**config.mk**
```make
export PLATFORM = sky130hd
export DESIGN_NAME = fir_mac_filter
export DESIGN_NICKNAME = d
export VERILOG_FILES = /design/src/rtl/fir_mac_filter.sv
export SDC_FILE = /design/constraint.sdc
export NUM_CORES = 2
export LEC_CHECK = 0
export CAP_MARGIN = 20
export CORE_ASPECT_RATIO = 0.9
export CORE_MARGIN = 1
export CORE_UTILIZATION = 55
export DETAILED_ROUTE_END_ITERATION = 8
export PLACE_DENSITY_LB_ADDON = 0.15
export SLEW_MARGIN = 20
export SYNTH_ARGS = -nofsm -noshare
export SYNTH_HDL_FRONTEND = slang
export SYNTH_SLANG_ARGS = --single-unit
```
**constraint.sdc**
```tcl
create_clock -name i_clock -period 12.1 [get_ports i_clock]
set_input_delay 1.815 -clock i_clock [delete_from_list [all_inputs] [get_ports i_clock]]
set_output_delay 1.815 -clock i_clock [all_outputs]
set_load 0.05 [all_outputs]
```
**src/rtl/fir_mac_filter.sv**
```systemverilog
// fir_mac_filter: sequential single-multiplier FIR filter.
// Each accepted sample goes through an NTAPS-deep delay line and is filtered
// with coefficients read from an external synchronous ROM, one tap per cycle.
// The result is rounded half toward +inf, shifted by OUT_SHIFT and saturated
// to DATA_W bits.
//
// Ports:
//   i_clock          rising-edge clock
//   i_reset_n        asynchronous active-low reset
//   i_datain         input sample (signed)
//   i_endata         input sample valid
//   o_indata_ready   high in IDLE, when a sample can be accepted
//   i_flush          synchronous clear of delay line / accumulator, aborts a run
//   o_dataout        filtered sample (signed), held until the next result
//   o_dataout_valid  one-cycle pulse when o_dataout updates
//   o_overrun        high in any cycle where i_endata is dropped because busy
//   o_coefaddress    registered coefficient ROM address
//   i_coefdata       ROM data, valid one cycle after o_coefaddress changes
//
// state  | meaning
// IDLE   | waiting for a sample, o_indata_ready high
// MAC    | stepping the ROM address, accumulating taps 0..NTAPS-2
// DONE   | final tap folded straight into round/saturate, result registered

module fir_mac_filter #(
  parameter int DATA_W    = 18,
  parameter int COEF_W    = 18,
  parameter int NTAPS     = 65,
  parameter int OUT_SHIFT = 17
) (
  input  logic                     i_clock,
  input  logic                     i_reset_n,
  input  logic [DATA_W-1:0]        i_datain,
  input  logic                     i_endata,
  output logic                     o_indata_ready,
  input  logic                     i_flush,
  output logic [DATA_W-1:0]        o_dataout,
  output logic                     o_dataout_valid,
  output logic                     o_overrun,
  output logic [$clog2(NTAPS)-1:0] o_coefaddress,
  input  logic [COEF_W-1:0]        i_coefdata
);

  localparam int AW     = $clog2(NTAPS);
  localparam int PROD_W = DATA_W + COEF_W;
  localparam int ACC_W  = DATA_W + COEF_W + $clog2(NTAPS);
  localparam int RND_SH = (OUT_SHIFT > 0) ? OUT_SHIFT - 1 : 0;

  localparam logic [AW-1:0]        LAST_TAP = AW'(NTAPS - 1);
  localparam logic signed [ACC_W:0] RND    = (OUT_SHIFT > 0) ? ((ACC_W+1)'(1) << RND_SH) : '0;
  localparam logic signed [ACC_W:0] MAX_V  = {{(ACC_W+1-DATA_W){1'b0}}, 1'b0, {(DATA_W-1){1'b1}}};
  localparam logic signed [ACC_W:0] MIN_V  = {{(ACC_W+1-DATA_W){1'b1}}, 1'b1, {(DATA_W-1){1'b0}}};

  typedef enum logic [1:0] {S_IDLE, S_MAC, S_DONE} state_t;

  state_t                    r_state;
  state_t                    w_state_nxt;
  logic                      w_accept;

  logic signed [DATA_W-1:0]  r_x [NTAPS];
  logic signed [ACC_W-1:0]   r_acc;
  logic [AW-1:0]             r_addr;
  logic [AW-1:0]             r_tap;     // address issued last cycle = tap whose data is on i_coefdata
  logic                      r_first;   // first MAC cycle: ROM data not yet valid
  logic [DATA_W-1:0]         r_dataout;
  logic                      r_dataout_valid;

  logic signed [PROD_W-1:0]  w_prod;
  logic signed [ACC_W-1:0]   w_sum;
  logic signed [ACC_W:0]     w_rnd;
  logic signed [ACC_W:0]     w_shr;
  logic [DATA_W-1:0]         w_out;

  assign w_prod = r_x[r_tap] * $signed(i_coefdata);
  assign w_sum  = r_acc + {{(ACC_W-PROD_W){w_prod[PROD_W-1]}}, w_prod};
  // One guard bit so the rounding offset can never wrap the sum.
  assign w_rnd  = {w_sum[ACC_W-1], w_sum} + RND;
  assign w_shr  = w_rnd >>> OUT_SHIFT;

  always_comb begin
    w_out = w_shr[DATA_W-1:0];
    if (w_shr > MAX_V) begin
      w_out = MAX_V[DATA_W-1:0];
    end else if (w_shr < MIN_V) begin
      w_out = MIN_V[DATA_W-1:0];
    end
  end

  always_ff @(posedge i_clock or negedge i_reset_n) begin
    if (!i_reset_n) begin
      r_state <= S_IDLE;
    end else begin
      r_state <= w_state_nxt;
    end
  end

  always_comb begin
    w_state_nxt = r_state;
    w_accept    = 1'b0;
    case (r_state)
      S_IDLE: begin
        if (i_endata) begin
          w_state_nxt = S_MAC;
          w_accept    = 1'b1;
        end
      end
      S_MAC: begin
        if (r_addr == LAST_TAP) begin
          w_state_nxt = S_DONE;
        end
      end
      S_DONE:  w_state_nxt = S_IDLE;
      default: w_state_nxt = S_IDLE;
    endcase
    if (i_flush) begin
      w_state_nxt = S_IDLE;
      w_accept    = 1'b0;
    end
  end

  // The last tap is not written back before rounding: DONE rounds
  // acc + x[NTAPS-1]*h[NTAPS-1] directly, which saves a cycle so the result
  // and the next accept window land NTAPS+2 cycles after each accept.
  always_ff @(posedge i_clock or negedge i_reset_n) begin
    if (!i_reset_n) begin
      for (int k = 0; k < NTAPS; k++) begin
        r_x[k] <= '0;
      end
      r_acc           <= '0;
      r_addr          <= '0;
      r_tap           <= '0;
      r_first         <= 1'b0;
      r_dataout       <= '0;
      r_dataout_valid <= 1'b0;
    end else begin
      r_dataout_valid <= 1'b0;
      if (i_flush) begin
        for (int k = 0; k < NTAPS; k++) begin
          r_x[k] <= '0;
        end
        r_acc   <= '0;
        r_addr  <= '0;
        r_tap   <= '0;
        r_first <= 1'b0;
      end else begin
        case (r_state)
          S_IDLE: begin
            if (w_accept) begin
              r_x[0] <= $signed(i_datain);
              for (int k = 1; k < NTAPS; k++) begin
                r_x[k] <= r_x[k-1];
              end
              r_acc   <= '0;
              r_addr  <= '0;
              r_tap   <= '0;
              r_first <= 1'b1;
            end
          end
          S_MAC: begin
            if (r_addr != LAST_TAP) begin
              r_addr <= r_addr + 1'b1;
            end
            r_tap   <= r_addr;
            r_first <= 1'b0;
            if (!r_first) begin
              r_acc <= w_sum;
            end
          end
          S_DONE: begin
            r_acc           <= w_sum;
            r_dataout       <= w_out;
            r_dataout_valid <= 1'b1;
          end
          default: begin
            r_first <= 1'b0;
          end
        endcase
      end
    end
  end

  assign o_indata_ready  = (r_state == S_IDLE);
  assign o_overrun       = i_endata && !i_flush && (r_state != S_IDLE);
  assign o_coefaddress   = r_addr;
  assign o_dataout       = r_dataout;
  assign o_dataout_valid = r_dataout_valid;

endmodule
```
; Yosys cells after proc, flatten, opt, wreduce, memory -nomap -nowiden
; Cells that the tools add are included.
[word_totals]
regBits = 1249
in_bits = 40
[op_classes]
n_addsub = 3
n_mul = 1
magnitude_cmp = 3
n_eq_ne = 10
n_mux = 30
bitwise_logic = 2
reduce_logical = 16
[ops]
columns = cell, n
row1 = 1170-bit 2-to-1 mux, 3
row2 = 43-bit 2-to-1 mux, 3
row3 = 43-bit one-hot mux with 3 select lines, 1
row4 = 18-bit binary-select mux with 7-bit select, 1
row5 = 18-bit 2-to-1 mux, 4
row6 = 43-bit by 18-bit adder with 44-bit output (second input constant), 1
row7 = 43-bit adder, 1
row8 = 18-bit by 18-bit multiplier with 36-bit output, 1
row9 = 7-bit 2-to-1 mux, 4
row10 = 7-bit one-hot mux with 2 select lines, 2
row11 = 27-bit by 18-bit greater-than comparator with 1-bit output (second input constant), 1
row12 = 27-bit by 18-bit less-than comparator with 1-bit output (second input constant), 1
row13 = 2-bit AND reduction, 5
row14 = 3-bit != test (second input constant), 3
row15 = 8-bit greater-or-equal comparator (second input constant), 1
row16 = 7-bit inverter with 8-bit output, 1
row17 = 7-bit by 1-bit adder with 7-bit output (second input constant), 1
row18 = 7-bit equality test (second input constant), 1
row19 = 1-bit 2-to-1 mux, 7
row20 = 7-bit != test (second input constant), 1
row21 = 2-bit 2-to-1 mux, 3
row22 = 3-bit AND reduction, 2
row23 = 2-bit nonzero test, 3
row24 = 2-bit one-hot mux with 2 select lines, 1
row25 = 12 further kinds, 13

; Logic depth before layout (Yosys ltp)
[depth]
depth_word = 10
mapped_depth = 50

; Worst setup path after synthesis
; No wires, ideal clock.
[synth_timing]
kind = flip-flop to flip-flop
start = reg r_tap[0]
end = reg r_dataout[16] (netlist: o_dataout[16])
setup_time_ns = 0.126
arrival_ns = 11.816
t_required_ns = 11.974
path_slack_ns = 0.158
stages_incl_launch_ff = 45
period_less_slack_ns = 11.942
cell_sequence = dfrtp_1 -> buf_2 -> buf_2 -> buf_1 -> buf_1 -> mux4_2 -> mux4_2 -> mux4_2 -> a22o_1 -> and2_1 -> fa_1 -> inv_1 -> fa_1 -> fa_1 -> inv_1 -> fa_1 -> fa_1 -> inv_1 -> (+9 left out) -> a21oi_1 -> xnor2_1 -> ha_1 -> clkbuf_1 -> and3_1 -> a221oi_1 -> a21oi_1 -> nor3b_1 -> o21bai_1 -> a31o_2 -> a31oi_1 -> xnor2_2 -> nand4_1 -> or4_1 -> nand3_2 -> a41oi_4 -> buf_6 -> a221o_1
[synth_via]
elab_chain_len = 10
[synth_lines]
columns = item, line_no
row1 = from (decl), 63  ; logic [AW-1:0] r_tap;
row2 = from (signal assigned), 163  ; r_tap <= r_addr;
row3 = 7-bit inverter with 8-bit output (implied by the code) (*), 74  ; assign w_prod = r_x[r_tap] * $signed(i_coefdata);
row4 = 18-bit binary-select mux with 7-bit select (*), 74
row5 = 18-bit 2-to-1 mux (implied by the code) (*) (2 in a row), 74
row6 = 18-bit by 18-bit multiplier with 36-bit output (*), 74
row7 = 43-bit adder (*), 75  ; assign w_sum = r_acc + {{(ACC_W-PROD_W){w_prod[PROD_W-1]}}, w_prod};
row8 = 43-bit by 18-bit adder with 44-bit output (*), 77  ; assign w_rnd = {w_sum[ACC_W-1], w_sum} + RND;
row9 = 27-bit by 18-bit less-than comparator with 1-bit output, 84  ; end else if (w_shr < MIN_V) begin
row10 = 18-bit 2-to-1 mux, 84
row11 = 18-bit 2-to-1 mux (*), 82  ; if (w_shr > MAX_V) begin
row12 = to (signal assigned), 171  ; r_dataout <= w_out;
row13 = to (decl), 65  ; logic [DATA_W-1:0] r_dataout;
; Mark *: on every way between the ends. The rest lies on a longest branch, timed or not. The select of a mux whose other input is x is not followed.
; A chain may end at the register's enable or synchronous reset.

; Worst setup path in the final report
[layout_timing]
start = reg r_tap[0]
end = reg r_dataout[9] (netlist: o_dataout[9])
; The elaborated chain is that of the path after synthesis.

==> metrics <==
slowest CP cell=or4_1; number of global-route vias before repair=~44000; NumNets Final=5664; Cells after Synth=between 5000 and 6000; DRC errors left=0; total clock sinks=roughly 1200; Synth Register Bits=1249; global route overflow=0; max cap viols=0; Worst Hold Class=flop to flop; Crit Path Max Fanout=18; DR vias=approximately 44000; fill count=9276; Post-synth top flop=dfrtp_1; syn avg cell area=approximately 13 µm²; Final Max Slew Viols=0; antenna cells=0; Vias/cell=roughly 6.4; status=finished, final reports clean; hold path depth=2; I/O pins=slightly below 70; CP Data Required Time=about 13000 ps; area delta synth->final=11.4%; final core utilization=around three fifths; final WL=between 100000 and 150000 µm; DIE AREA=roughly 130000 µm²; HPWL Detailed=92700 µm; Rows=122; Initial DRC Count=roughly 3800; PortBufs=67; most frequent CP cell=fa_1; worst skew pair latency=just under 800 ps; commonest non-fill, non-tap cell in the layout=dfrtp_1; critical hold path startpoint=o_dataout[17]$_DFFE_PN0P_; Max transition margin=between 20% and 30%; Final ANT Viol Nets=0; Tot GR Track Use=between 20% and 30%; root buf cell=clkbuf_16; Tcrit/Tclk final=96.0%; ratio of cells with drive above 1 in the final layout=about 16%; Core Area=approximately 120000 µm²; Yosys cell types=74; post-synthesis sequential area ratio=a little under half; Hold Fails Final Rpt=0; DR WL/cell=21.6 µm; Max Fclk=roughly 86 MHz; Clock Pin Slew Worst Setup and Hold Paths=about 60 ps; R2R setup slack=approximately 490 ps; Initial Utilization=55.4%; RR Endpoint=o_dataout[9]$_DFFE_PN0P_; Initial DRT Pass Iterations=5; WP data arrival=12250 ps; number of synthesized flops with an enable pin=0; die span in x=373 µm; Clock Path Buffers=3; Worst Setup Start Kind=flop; r2r startpoint=r_tap[0]$_DFFE_PN0P_; hold worst-path end=o_dataout[17]$_DFFE_PN0P_; CP Capture Type=flop; H-tree depth=4; Synth Area in Compound Gates=a little under a fifth; Worst Tran Pin Value=between 1000 and 1500 ps; skew final=36.7 ps; syn_nets=5688; Hold Buf Count CTS=0; area share of xor/xnor cells in the synthesized design=~1.1%; Setup-failing EPs final=0; crit-path max cell delay=between 500 and 600 ps; largest net degree at the start of global routing=about 240; CTS tree=yes; height of the die=around 340 µm; first-pass GRT wire length=between 200000 and 250000 µm; worst r2r path cells=42; mapped cell area=~68000 µm²; most frequent cells in the layout=dfrtp_1, a22o_1, inv_1, mux4_2, fa_1; synth warn=0; mux cell area share after synthesis=approximately 13%; Post-Synth Adder-Cell Area=between 10 and 15%; min cycle time layout=about 12000 ps; combinational family with the most area after synthesis=compound AO/OA/AOI/OAI gates; post-synthesis async set-or-reset flop share=100%; initial antenna violation count=1; total CTS buffers=~130; Crit Path Category=flop to flop; Routability Congestion=~0.9; Simple-Gate Fraction of Synth Area=just under 5%
cells in the mapped netlist (3+ instances only):
cell       count  area, µm²
a21o_1        31        233
nand4_1       20        125
a22o_1      1200      10500
xnor2_1       58        508
and4_1         3       26.3
ha_1         145       1810
nand3_1       36        180
nand3_2        3       30.0
a21oi_2        6       52.6
or2_2          3       18.8
and3_1        16        100
nor2_1        59        221
o21ai_0       65        325
xor2_1        27        236
a31o_2         4       35.0
or4_1          4       30.0
buf_2         12       60.1
nor2b_1       66        413
a221o_1       18        180
a211o_1        4       35.0
fa_1         330       6610
or3_1         11       68.8
o31ai_1        8       60.1
o21bai_1      10       75.1
a21oi_1       79        395
a211oi_1       8       60.1
nand2b_1      59        369
nand2_1      223        837
dfrtp_1     1249      31300
o211ai_1      11       82.6
buf_1         45        169
a31oi_1       10       62.6
nand3b_1       3       22.5
o21a_1        13       97.6
a221oi_1       3       26.3
clkbuf_1     359       1350
o2111ai_1      3       26.3
inv_1        421       1580
o31a_1         3       26.3
and2_1        90        563
o21ai_1        7       35.0
a22oi_1        6       45.0
nor3_1        22        110
nor4_1         5       31.3
mux4_2       378       8510
timing repair:
item	4_1_cts	5_1_grt
gates resized for setup	0	43
setup endpoints to repair	0	17
buffers inserted	0	27
critical path: cells and delay by family, from the launching register on:
kind / cells / cell delay, ps
mux: 3 / 1550
buf+inv: 9 / 1140
simple gates: 12 / 2570
compound gates: 8 / 1680
flops: 1 / 540
fa+ha+maj: 8 / 3610
xor+xnor: 2 / 310
flip-flops by register name, summed over array words and instances, names as in the netlist:
register	cells
o_dataout_valid	1
r_acc	43
r_state	2
r_tap	7
o_coefaddress	7
o_dataout	18
r_x	1170
r_first	1
final cells by class:
| type | count | area (µm²) | area share [%] |
|---|---|---|---|
| repair buffers | 260 | 2710 | 3.58 |
| clock buffers | 184 | 3900 | 5.15 |
| multi-input cells | 3084 | 33800 | 44.6 |
| well taps | 1612 | 2020 | 2.66 |
| flip-flops and latches | 1249 | 31300 | 41.3 |
| inverters | 421 | 1580 | 2.09 |
| clock inverters | 49 | 512 | 0.676 |
cell families (layout without fill, tap and decap cells):
family | count (synthesis) | in the layout
compound gates | 1505 | 1505
flops | 1249 | 1249
buf+inv | 840 | 914
simple gates | 637 | 637
fa+ha+maj | 475 | 475
mux | 380 | 380
xor+xnor | 87 | 87
how the worst max path moves through the flow:
stage / cells after the start / start / slack (ps) / to
6_report: 42 / r_tap[0]$_DFFE_PN0P_ / 490 / o_dataout[9]$_DFFE_PN0P_
2_1_floorplan: 44 / r_tap[0]$_DFFE_PN0P_ / 160 / o_dataout[16]$_DFFE_PN0P_
4_1_cts: 39 / r_tap[0]$_DFFE_PN0P_ / 90 / o_dataout[14]$_DFFE_PN0P_
3_3_place_gp: 40 / r_tap[0]$_DFFE_PN0P_ / 280 / o_dataout[1]$_DFFE_PN0P_
5_1_grt: 45 / r_tap[0]$_DFFE_PN0P_ / -50 / o_dataout[14]$_DFFE_PN0P_
3_5_place_dp: 39 / r_tap[0]$_DFFE_PN0P_ / 140 / o_dataout[14]$_DFFE_PN0P_
metrics by stage:
step                      hold slack (ps)  TNS (ps)  std cells  setup WS, ps  instance area [µm²]
after floorplan                       456         0       5173           158                68000
after global placement                471         0       6598           282                70900
after detailed placement              484         0       6598           138                70900
after CTS                             494         0       6831          89.0                75300
after global routing                  503      -560       6859         -48.7                75800
final                                 484         0       6859           485                75800
metal layers:
metal | vias up | global-route usage, % | part of all wire, %
met2 | 1050 | 35.5 | 45
li1 | 19200 | - | -
met3 | 179 | 3.24 | 4.6
met1 | 23300 | 37.8 | 48
met5 | - | 0 | 0.0047
met4 | 2 | 5.86 | 2.0
Power is not shown: default switching activity piles up to over one toggle a cycle in this logic, so the estimate is an artifact.
